===== src/rtl/masked_sbox_driver_if.sv =====
// Bundle of the request, PRNG, S-box and result signals around the masked S-box driver.
// The 'slave' modport is the driver block; 'master' is everything around it
// (upstream requester, PRNG, S-box and downstream consumer).
interface masked_sbox_driver_if #(
  parameter int unsigned SHARES  = 4,
  parameter int unsigned NIB     = 4,
  parameter int unsigned FRESH_W = 102
);
  logic                    in_valid;
  logic                    in_ready;
  logic [SHARES*NIB-1:0]   in_shares;
  logic                    rnd_valid;
  logic [FRESH_W-1:0]      rnd_data;
  logic                    rnd_req;
  logic [SHARES*NIB-1:0]   sb_x;
  logic [FRESH_W-1:0]      sb_fresh;
  logic                    sb_rst;
  logic                    sb_synch;
  logic [SHARES*NIB-1:0]   sb_y;
  logic                    out_valid;
  logic                    out_ready;
  logic [SHARES*NIB-1:0]   out_shares;
  logic                    err;

  modport slave (
    input  in_valid, in_shares, rnd_valid, rnd_data, sb_synch, sb_y, out_ready,
    output in_ready, rnd_req, sb_x, sb_fresh, sb_rst, out_valid, out_shares, err
  );

  modport master (
    output in_valid, in_shares, rnd_valid, rnd_data, sb_synch, sb_y, out_ready,
    input  in_ready, rnd_req, sb_x, sb_fresh, sb_rst, out_valid, out_shares, err
  );
endinterface


===== src/rtl/masked_sbox_driver.sv =====
// Initiator-side sequencer for a 4-share HPC2 masked Skinny S-box.
// Holds the X shares stable, streams fresh randomness, releases the S-box clock-gating
// reset, waits for Synch, and hands the Y shares downstream. All paths are share-wise.
module masked_sbox_driver #(
  parameter int unsigned SHARES  = 4,
  parameter int unsigned NIB     = 4,
  parameter int unsigned FRESH_W = 102,
  parameter int unsigned TIMEOUT = 16
) (
  input  logic                 i_clk,
  input  logic                 i_rst_n,
  masked_sbox_driver_if.slave  bus
);

  localparam int unsigned WdogW = $clog2(TIMEOUT + 1);

  typedef enum logic [1:0] {StIdle, StLoad, StBusy, StDone} state_e;

  state_e                r_state;
  logic [WdogW-1:0]      r_wdog;
  logic                  r_rnd_req;
  logic                  r_sb_rst;
  logic                  r_out_valid;
  logic                  r_err;
  logic [SHARES*NIB-1:0] r_sb_x;
  logic [SHARES*NIB-1:0] r_out_shares;

  logic                  w_idle;
  logic                  w_accept;
  logic                  w_wdog_sat;
  logic                  w_wdog_last;

  // Accept only when a PRNG word is already available, so LOAD never starts starved.
  assign w_idle      = (r_state == StIdle);
  assign w_accept    = w_idle && bus.in_valid && bus.rnd_valid;
  assign w_wdog_sat  = (r_wdog == {WdogW{1'b1}});
  assign w_wdog_last = (r_wdog == WdogW'(TIMEOUT - 1));

  // Output drive: fresh randomness is gated to zero whenever the S-box is not consuming it.
  assign bus.in_ready   = w_idle && bus.rnd_valid;
  assign bus.rnd_req    = r_rnd_req;
  assign bus.sb_fresh   = r_rnd_req ? bus.rnd_data : '0;
  assign bus.sb_rst     = r_sb_rst;
  assign bus.sb_x       = r_sb_x;
  assign bus.out_valid  = r_out_valid;
  assign bus.out_shares = r_out_shares;
  assign bus.err        = r_err;

  // Sequencer FSM with registered control outputs.
  always_ff @(posedge i_clk or negedge i_rst_n) begin
    if (!i_rst_n) begin
      r_state      <= StIdle;
      r_wdog       <= '0;
      r_rnd_req    <= 1'b0;
      r_sb_rst     <= 1'b1;
      r_out_valid  <= 1'b0;
      r_err        <= 1'b0;
      r_sb_x       <= '0;
      r_out_shares <= '0;
    end else begin
      unique case (r_state)
        StIdle: begin
          if (w_accept) begin
            r_sb_x    <= bus.in_shares;
            r_err     <= 1'b0;
            r_rnd_req <= 1'b1;
            r_state   <= StLoad;
          end
        end
        StLoad: begin
          r_wdog   <= '0;
          r_sb_rst <= 1'b0;
          r_state  <= StBusy;
        end
        StBusy: begin
          if (!w_wdog_sat) begin
            r_wdog <= r_wdog + WdogW'(1);
          end
          if (bus.sb_synch) begin
            r_out_shares <= bus.sb_y;
            r_out_valid  <= 1'b1;
            r_sb_rst     <= 1'b1;
            r_rnd_req    <= 1'b0;
            r_state      <= StDone;
          end else if (!bus.rnd_valid || w_wdog_last) begin
            // Starvation or watchdog expiry: abort without producing a result.
            r_err     <= 1'b1;
            r_sb_rst  <= 1'b1;
            r_rnd_req <= 1'b0;
            r_state   <= StIdle;
          end
        end
        StDone: begin
          if (bus.out_ready) begin
            r_out_valid <= 1'b0;
            r_state     <= StIdle;
          end
        end
        default: begin
          r_state <= StIdle;
        end
      endcase
    end
  end

endmodule


===== src/flat_wrapper.sv =====
// flat-port wrapper written by rule: the top's interface ports become plain ports
module masked_sbox_driver_flat 
#(
  parameter int unsigned SHARES  = 4,
  parameter int unsigned NIB     = 4,
  parameter int unsigned FRESH_W = 102,
  parameter int unsigned TIMEOUT = 16
)
  (i_clk, i_rst_n, bus_in_valid, bus_in_shares, bus_rnd_valid, bus_rnd_data, bus_sb_synch, bus_sb_y, bus_out_ready, bus_in_ready, bus_rnd_req, bus_sb_x, bus_sb_fresh, bus_sb_rst, bus_out_valid, bus_out_shares, bus_err);
  masked_sbox_driver_if #(.SHARES(SHARES), .NIB(NIB), .FRESH_W(FRESH_W)) bus_i ();
  input  logic i_clk;
  input  logic i_rst_n;
  input wire logic [$bits(bus_i.in_valid)-1:0] bus_in_valid;
  input wire logic [$bits(bus_i.in_shares)-1:0] bus_in_shares;
  input wire logic [$bits(bus_i.rnd_valid)-1:0] bus_rnd_valid;
  input wire logic [$bits(bus_i.rnd_data)-1:0] bus_rnd_data;
  input wire logic [$bits(bus_i.sb_synch)-1:0] bus_sb_synch;
  input wire logic [$bits(bus_i.sb_y)-1:0] bus_sb_y;
  input wire logic [$bits(bus_i.out_ready)-1:0] bus_out_ready;
  output wire logic [$bits(bus_i.in_ready)-1:0] bus_in_ready;
  output wire logic [$bits(bus_i.rnd_req)-1:0] bus_rnd_req;
  output wire logic [$bits(bus_i.sb_x)-1:0] bus_sb_x;
  output wire logic [$bits(bus_i.sb_fresh)-1:0] bus_sb_fresh;
  output wire logic [$bits(bus_i.sb_rst)-1:0] bus_sb_rst;
  output wire logic [$bits(bus_i.out_valid)-1:0] bus_out_valid;
  output wire logic [$bits(bus_i.out_shares)-1:0] bus_out_shares;
  output wire logic [$bits(bus_i.err)-1:0] bus_err;
  assign bus_i.in_valid = bus_in_valid;
  assign bus_i.in_shares = bus_in_shares;
  assign bus_i.rnd_valid = bus_rnd_valid;
  assign bus_i.rnd_data = bus_rnd_data;
  assign bus_i.sb_synch = bus_sb_synch;
  assign bus_i.sb_y = bus_sb_y;
  assign bus_i.out_ready = bus_out_ready;
  assign bus_in_ready = bus_i.in_ready;
  assign bus_rnd_req = bus_i.rnd_req;
  assign bus_sb_x = bus_i.sb_x;
  assign bus_sb_fresh = bus_i.sb_fresh;
  assign bus_sb_rst = bus_i.sb_rst;
  assign bus_out_valid = bus_i.out_valid;
  assign bus_out_shares = bus_i.out_shares;
  assign bus_err = bus_i.err;
  masked_sbox_driver #(.SHARES(SHARES), .NIB(NIB), .FRESH_W(FRESH_W), .TIMEOUT(TIMEOUT)) u_core (.i_clk(i_clk), .i_rst_n(i_rst_n), .bus(bus_i));
endmodule

===== config.mk =====
export PLATFORM = sky130hd
export DESIGN_NAME = masked_sbox_driver_flat
export DESIGN_NICKNAME = d
export VERILOG_FILES = /design/src/rtl/masked_sbox_driver_if.sv /design/src/rtl/masked_sbox_driver.sv /design/src/flat_wrapper.sv
export SDC_FILE = /design/constraint.sdc
export NUM_CORES = 1
export LEC_CHECK = 0
export CORE_MARGIN = 5
export CORE_UTILIZATION = 26
export DETAILED_ROUTE_END_ITERATION = 12
export PLACE_DENSITY = 0.83
export SYNTH_ARGS = -nofsm -noshare
export SYNTH_HDL_FRONTEND = slang
export SYNTH_SLANG_ARGS = --single-unit

===== constraint.sdc =====
create_clock -name i_clk -period 1.6 [get_ports i_clk]
set_input_delay 0.32 -clock i_clk [delete_from_list [all_inputs] [get_ports i_clk]]
set_output_delay 0.32 -clock i_clk [all_outputs]
set_load 0.05 [all_outputs]

==> results.json <==
{
  "synth.most_common_cell": "and2_1",
  "synth_top_family_by_area": "simple AND/OR/NAND/NOR gates",
  "synth_edf_count": 0,
  "cpMostUsedCell": "and3_4",
  "crit_required_ns": 1.77,
  "cts_tree": "yes",
  "wirelength_um": 13600,
  "yosysSeqAreaShare_pct": 41.7,
  "drt_iter0_drc": 74,
  "core-area_um2": 9730,
  "die-area_um2": 12000,
  "synthXorXnorAreaFrac_pct": 1.02,
  "cpPeakStageDelay_ns": 0.40,
  "routed_via_density": 4.41,
  "worst_slew_margin_rel_pct": 74.6,
  "critPathKind": "reg2reg",
  "whs_ns": 0.467,
  "leakagePower_nw": 2.97,
  "synth_commonest_cells": "and2_1 (103), dfrtp_1 (42), mux2_2 (24)",
  "cts_root_buf": "clkbuf_8",
  "async_reset_ff_share_pct": 100,
  "gp_congestion": 0.775,
  "synth_cell_types": 37,
  "drt_first_pass_iters": 4,
  "synth_area_um2": 2590,
  "io_buffers": 278,
  "hold_violations": 0,
  "dp_slack_ns": -0.0764,
  "grt_pass1_wl_um": 18500,
  "netlist.area_leader.share_pct": 40.6,
  "dp_hpwl_um": 11400,
  "initial_core_util_pct": 26.6,
  "synthTopCellsByArea": "dfrtp_1 (41%), and2_1 (25%), mux2_2 (10%)",
  "muxShareOfSynthArea_pct": 15.5,
  "path_clk_slew_ns": 0.08,
  "drive_gt1_share_pct": 53.8,
  "power.density_nw_per_um2": 1880,
  "hp-class": "in2async",
  "nNetsFinal": 679,
  "fin_skew_ns": 0.00787,
  "avgSynthCellArea_um2": 10.5,
  "worstMarginPinSlew_ns": 0.381,
  "clockBufferDepth": 2,
  "fillerInstances": 684,
  "numCtsBuffers": 5,
  "final.setup.worst_slack_ns": -0.0466,
  "status": "finished, violations left",
  "cts_sinks": 43,
  "synthAdderAreaFrac_pct": 3.39,
  "grt_antenna_before_repair": 1,
  "period_needed_ns": 1.65,
  "grt_max_degree": 53,
  "antennaDiodeCount": 0,
  "cp_max_fo": 3,
  "maxCapViolCount": 0,
  "vias": 2935,
  "die_y_um": 110,
  "cpMaxStageDelayCell": "dfrtp_1",
  "synth_nets": 393,
  "grt_overflow_total": 0,
  "avgRoutedWirePerCell_um": 20.4,
  "synth_compound_area_share_pct": 4.50,
  "first_global_vias": 3142,
  "irDropWorstVdd_mv": 1.54,
  "violations": "setup timing",
  "setup_tns_ns": -0.307,
  "syn_to_final_growth_pct": 167,
  "ys_seq_elements": 43,
  "synth_cells": 246,
  "yosys.area.top_type": "dfrtp_1",
  "drc_errors": 0,
  "worstPathArrival_ns": 1.82,
  "setup_violations": 44,
  "max_freq_mhz": 607,
  "drtAntennaViolNets": 0,
  "die_x_um": 110,
  "worstSetupStartpointType": "register",
  "finalCritPeriodShare_pct": 103,
  "final_util_pct": 70.9,
  "ys_warn_count": 0,
  "h-tree-depth": 2,
  "clk_latency_ns": 0.29,
  "num_rows": 36,
  "path_cells": "ha_2 -> and3_4 -> ha_4 -> nand4bb_4 -> and3_4 -> o21a_1",
  "ys_dominant_reg_cell": "dfrtp_1",
  "end_kind": "register",
  "synth-simple-area-share_pct": 30.4,
  "rsz0062_at_grt": "yes",
  "slew_viol_final": 0,
  "pin_count": 279,
  "gr-usage-all-layers_pct": 20.6
}
==> where the power goes <==
part | total, mW | internal (mW) | switching [mW]
logic | 10.3 | 4.53 | 5.75
clock network | 0.713 | 0.354 | 0.359
registers | 1.99 | 1.62 | 0.369
==> area by class of cell <==
| class | instances | area (um^2) | area share [%] |
|---|---|---|---|
| repair buffers | 293 | 3920 | 56.8 |
| multi-input cells | 184 | 1620 | 23.4 |
| flip-flops and latches | 43 | 1080 | 15.6 |
| well taps | 133 | 166 | 2.41 |
| clock buffers | 7 | 86.3 | 1.25 |
| inverters | 5 | 18.8 | 0.272 |
| clock inverters | 1 | 8.76 | 0.127 |
==> layer usage <==
layer,vias up,GRT usage (%),part of all wire [%]
li1,1378,-,-
met1,1392,22.0,35
met2,145,38.5,53
met3,18,7.05,9.4
met4,2,5.61,2.1
met5,-,0,0.096
==> sequential cells by signal, indices dropped and copies added, names as in the netlist <==
name	cells
u_core.bus.out_shares	16
u_core.bus.sb_x	16
u_core.r_wdog	5
u_core.r_state	2
u_core.bus.err	1
u_core.bus.out_valid	1
u_core.bus.rnd_req	1
u_core.bus.sb_rst	1
==> worst max-delay path, delay by kind of cell (launching register included) <==
family	cells	cell delay [ns]
flops	1	0.40
compound gates	1	0.17
simple gates	3	0.59
fa+ha+maj	2	0.36
==> final timing paths <==
path	slack, ns	start	depth (start not counted)	endpoint
worst min-delay path	0.47	i_rst_n	2	u_core.bus.out_shares[11]
min in group i_clk	0.51	u_core.bus.sb_x[10]	1	u_core.bus.sb_x[10]
max in group asynchronous	0.66	i_rst_n	3	u_core.r_wdog[2]
worst min register to register	0.51	u_core.bus.sb_x[10]	1	u_core.bus.sb_x[10]
worst max-delay path	-0.05	u_core.r_wdog[0]	6	u_core.r_state[0]
worst max register to register	-0.05	u_core.r_wdog[0]	6	u_core.r_state[0]
==> logic make-up after synthesis <==
| group | Yosys count |
|---|---|
| flops | 43 |
| compound gates | 17 |
| mux | 33 |
| buf+inv | 19 |
| xor+xnor | 3 |
| fa+ha+maj | 7 |
| simple gates | 124 |
==> stage by stage <==
step	power [mW]	instance area, um^2	std cells
final	13.0	6900	666
after global routing	13.5	6900	666
after CTS	12.9	6830	664
after detailed placement	12.0	6660	653
after global placement	11.8	6660	653
after floorplan	7.36	2680	246
==> cells in the final DEF (no fill, tap or decap), types with 2 or more instances in the layout <==
cell,synthesis,layout
a21oi_2,0,2
a31oi_1,2,2
and2_1,103,29
and2_2,0,62
and2_4,0,12
and3_4,0,2
buf_12,0,110
buf_4,1,43
clkbuf_8,0,6
clkdlybuf4s50_1,0,137
dfrtp_1,42,41
ha_1,7,2
ha_2,0,2
ha_4,0,3
inv_1,4,2
inv_2,0,2
mux2_2,24,24
mux2_4,8,8
nand2_1,5,5
nand2b_1,2,2
nand4b_1,2,2
nor2_1,2,2
nor2b_1,2,2
o21a_1,2,2
o22ai_1,4,4
xor2_1,2,2
==> what timing repair did <==
| action | 4_1_cts | 5_1_grt |
|---|---|---|
| setup buffers | 2 | 2 |
| pin swaps | 0 | 7 |
| hold buffers | 1 | 0 |
| setup endpoints to repair | 104 | 127 |
| resized for setup | 11 | 18 |
| endpoints found under the hold margin | 14 | 0 |
No activity file was read; power rests on OpenSTA's default activity.
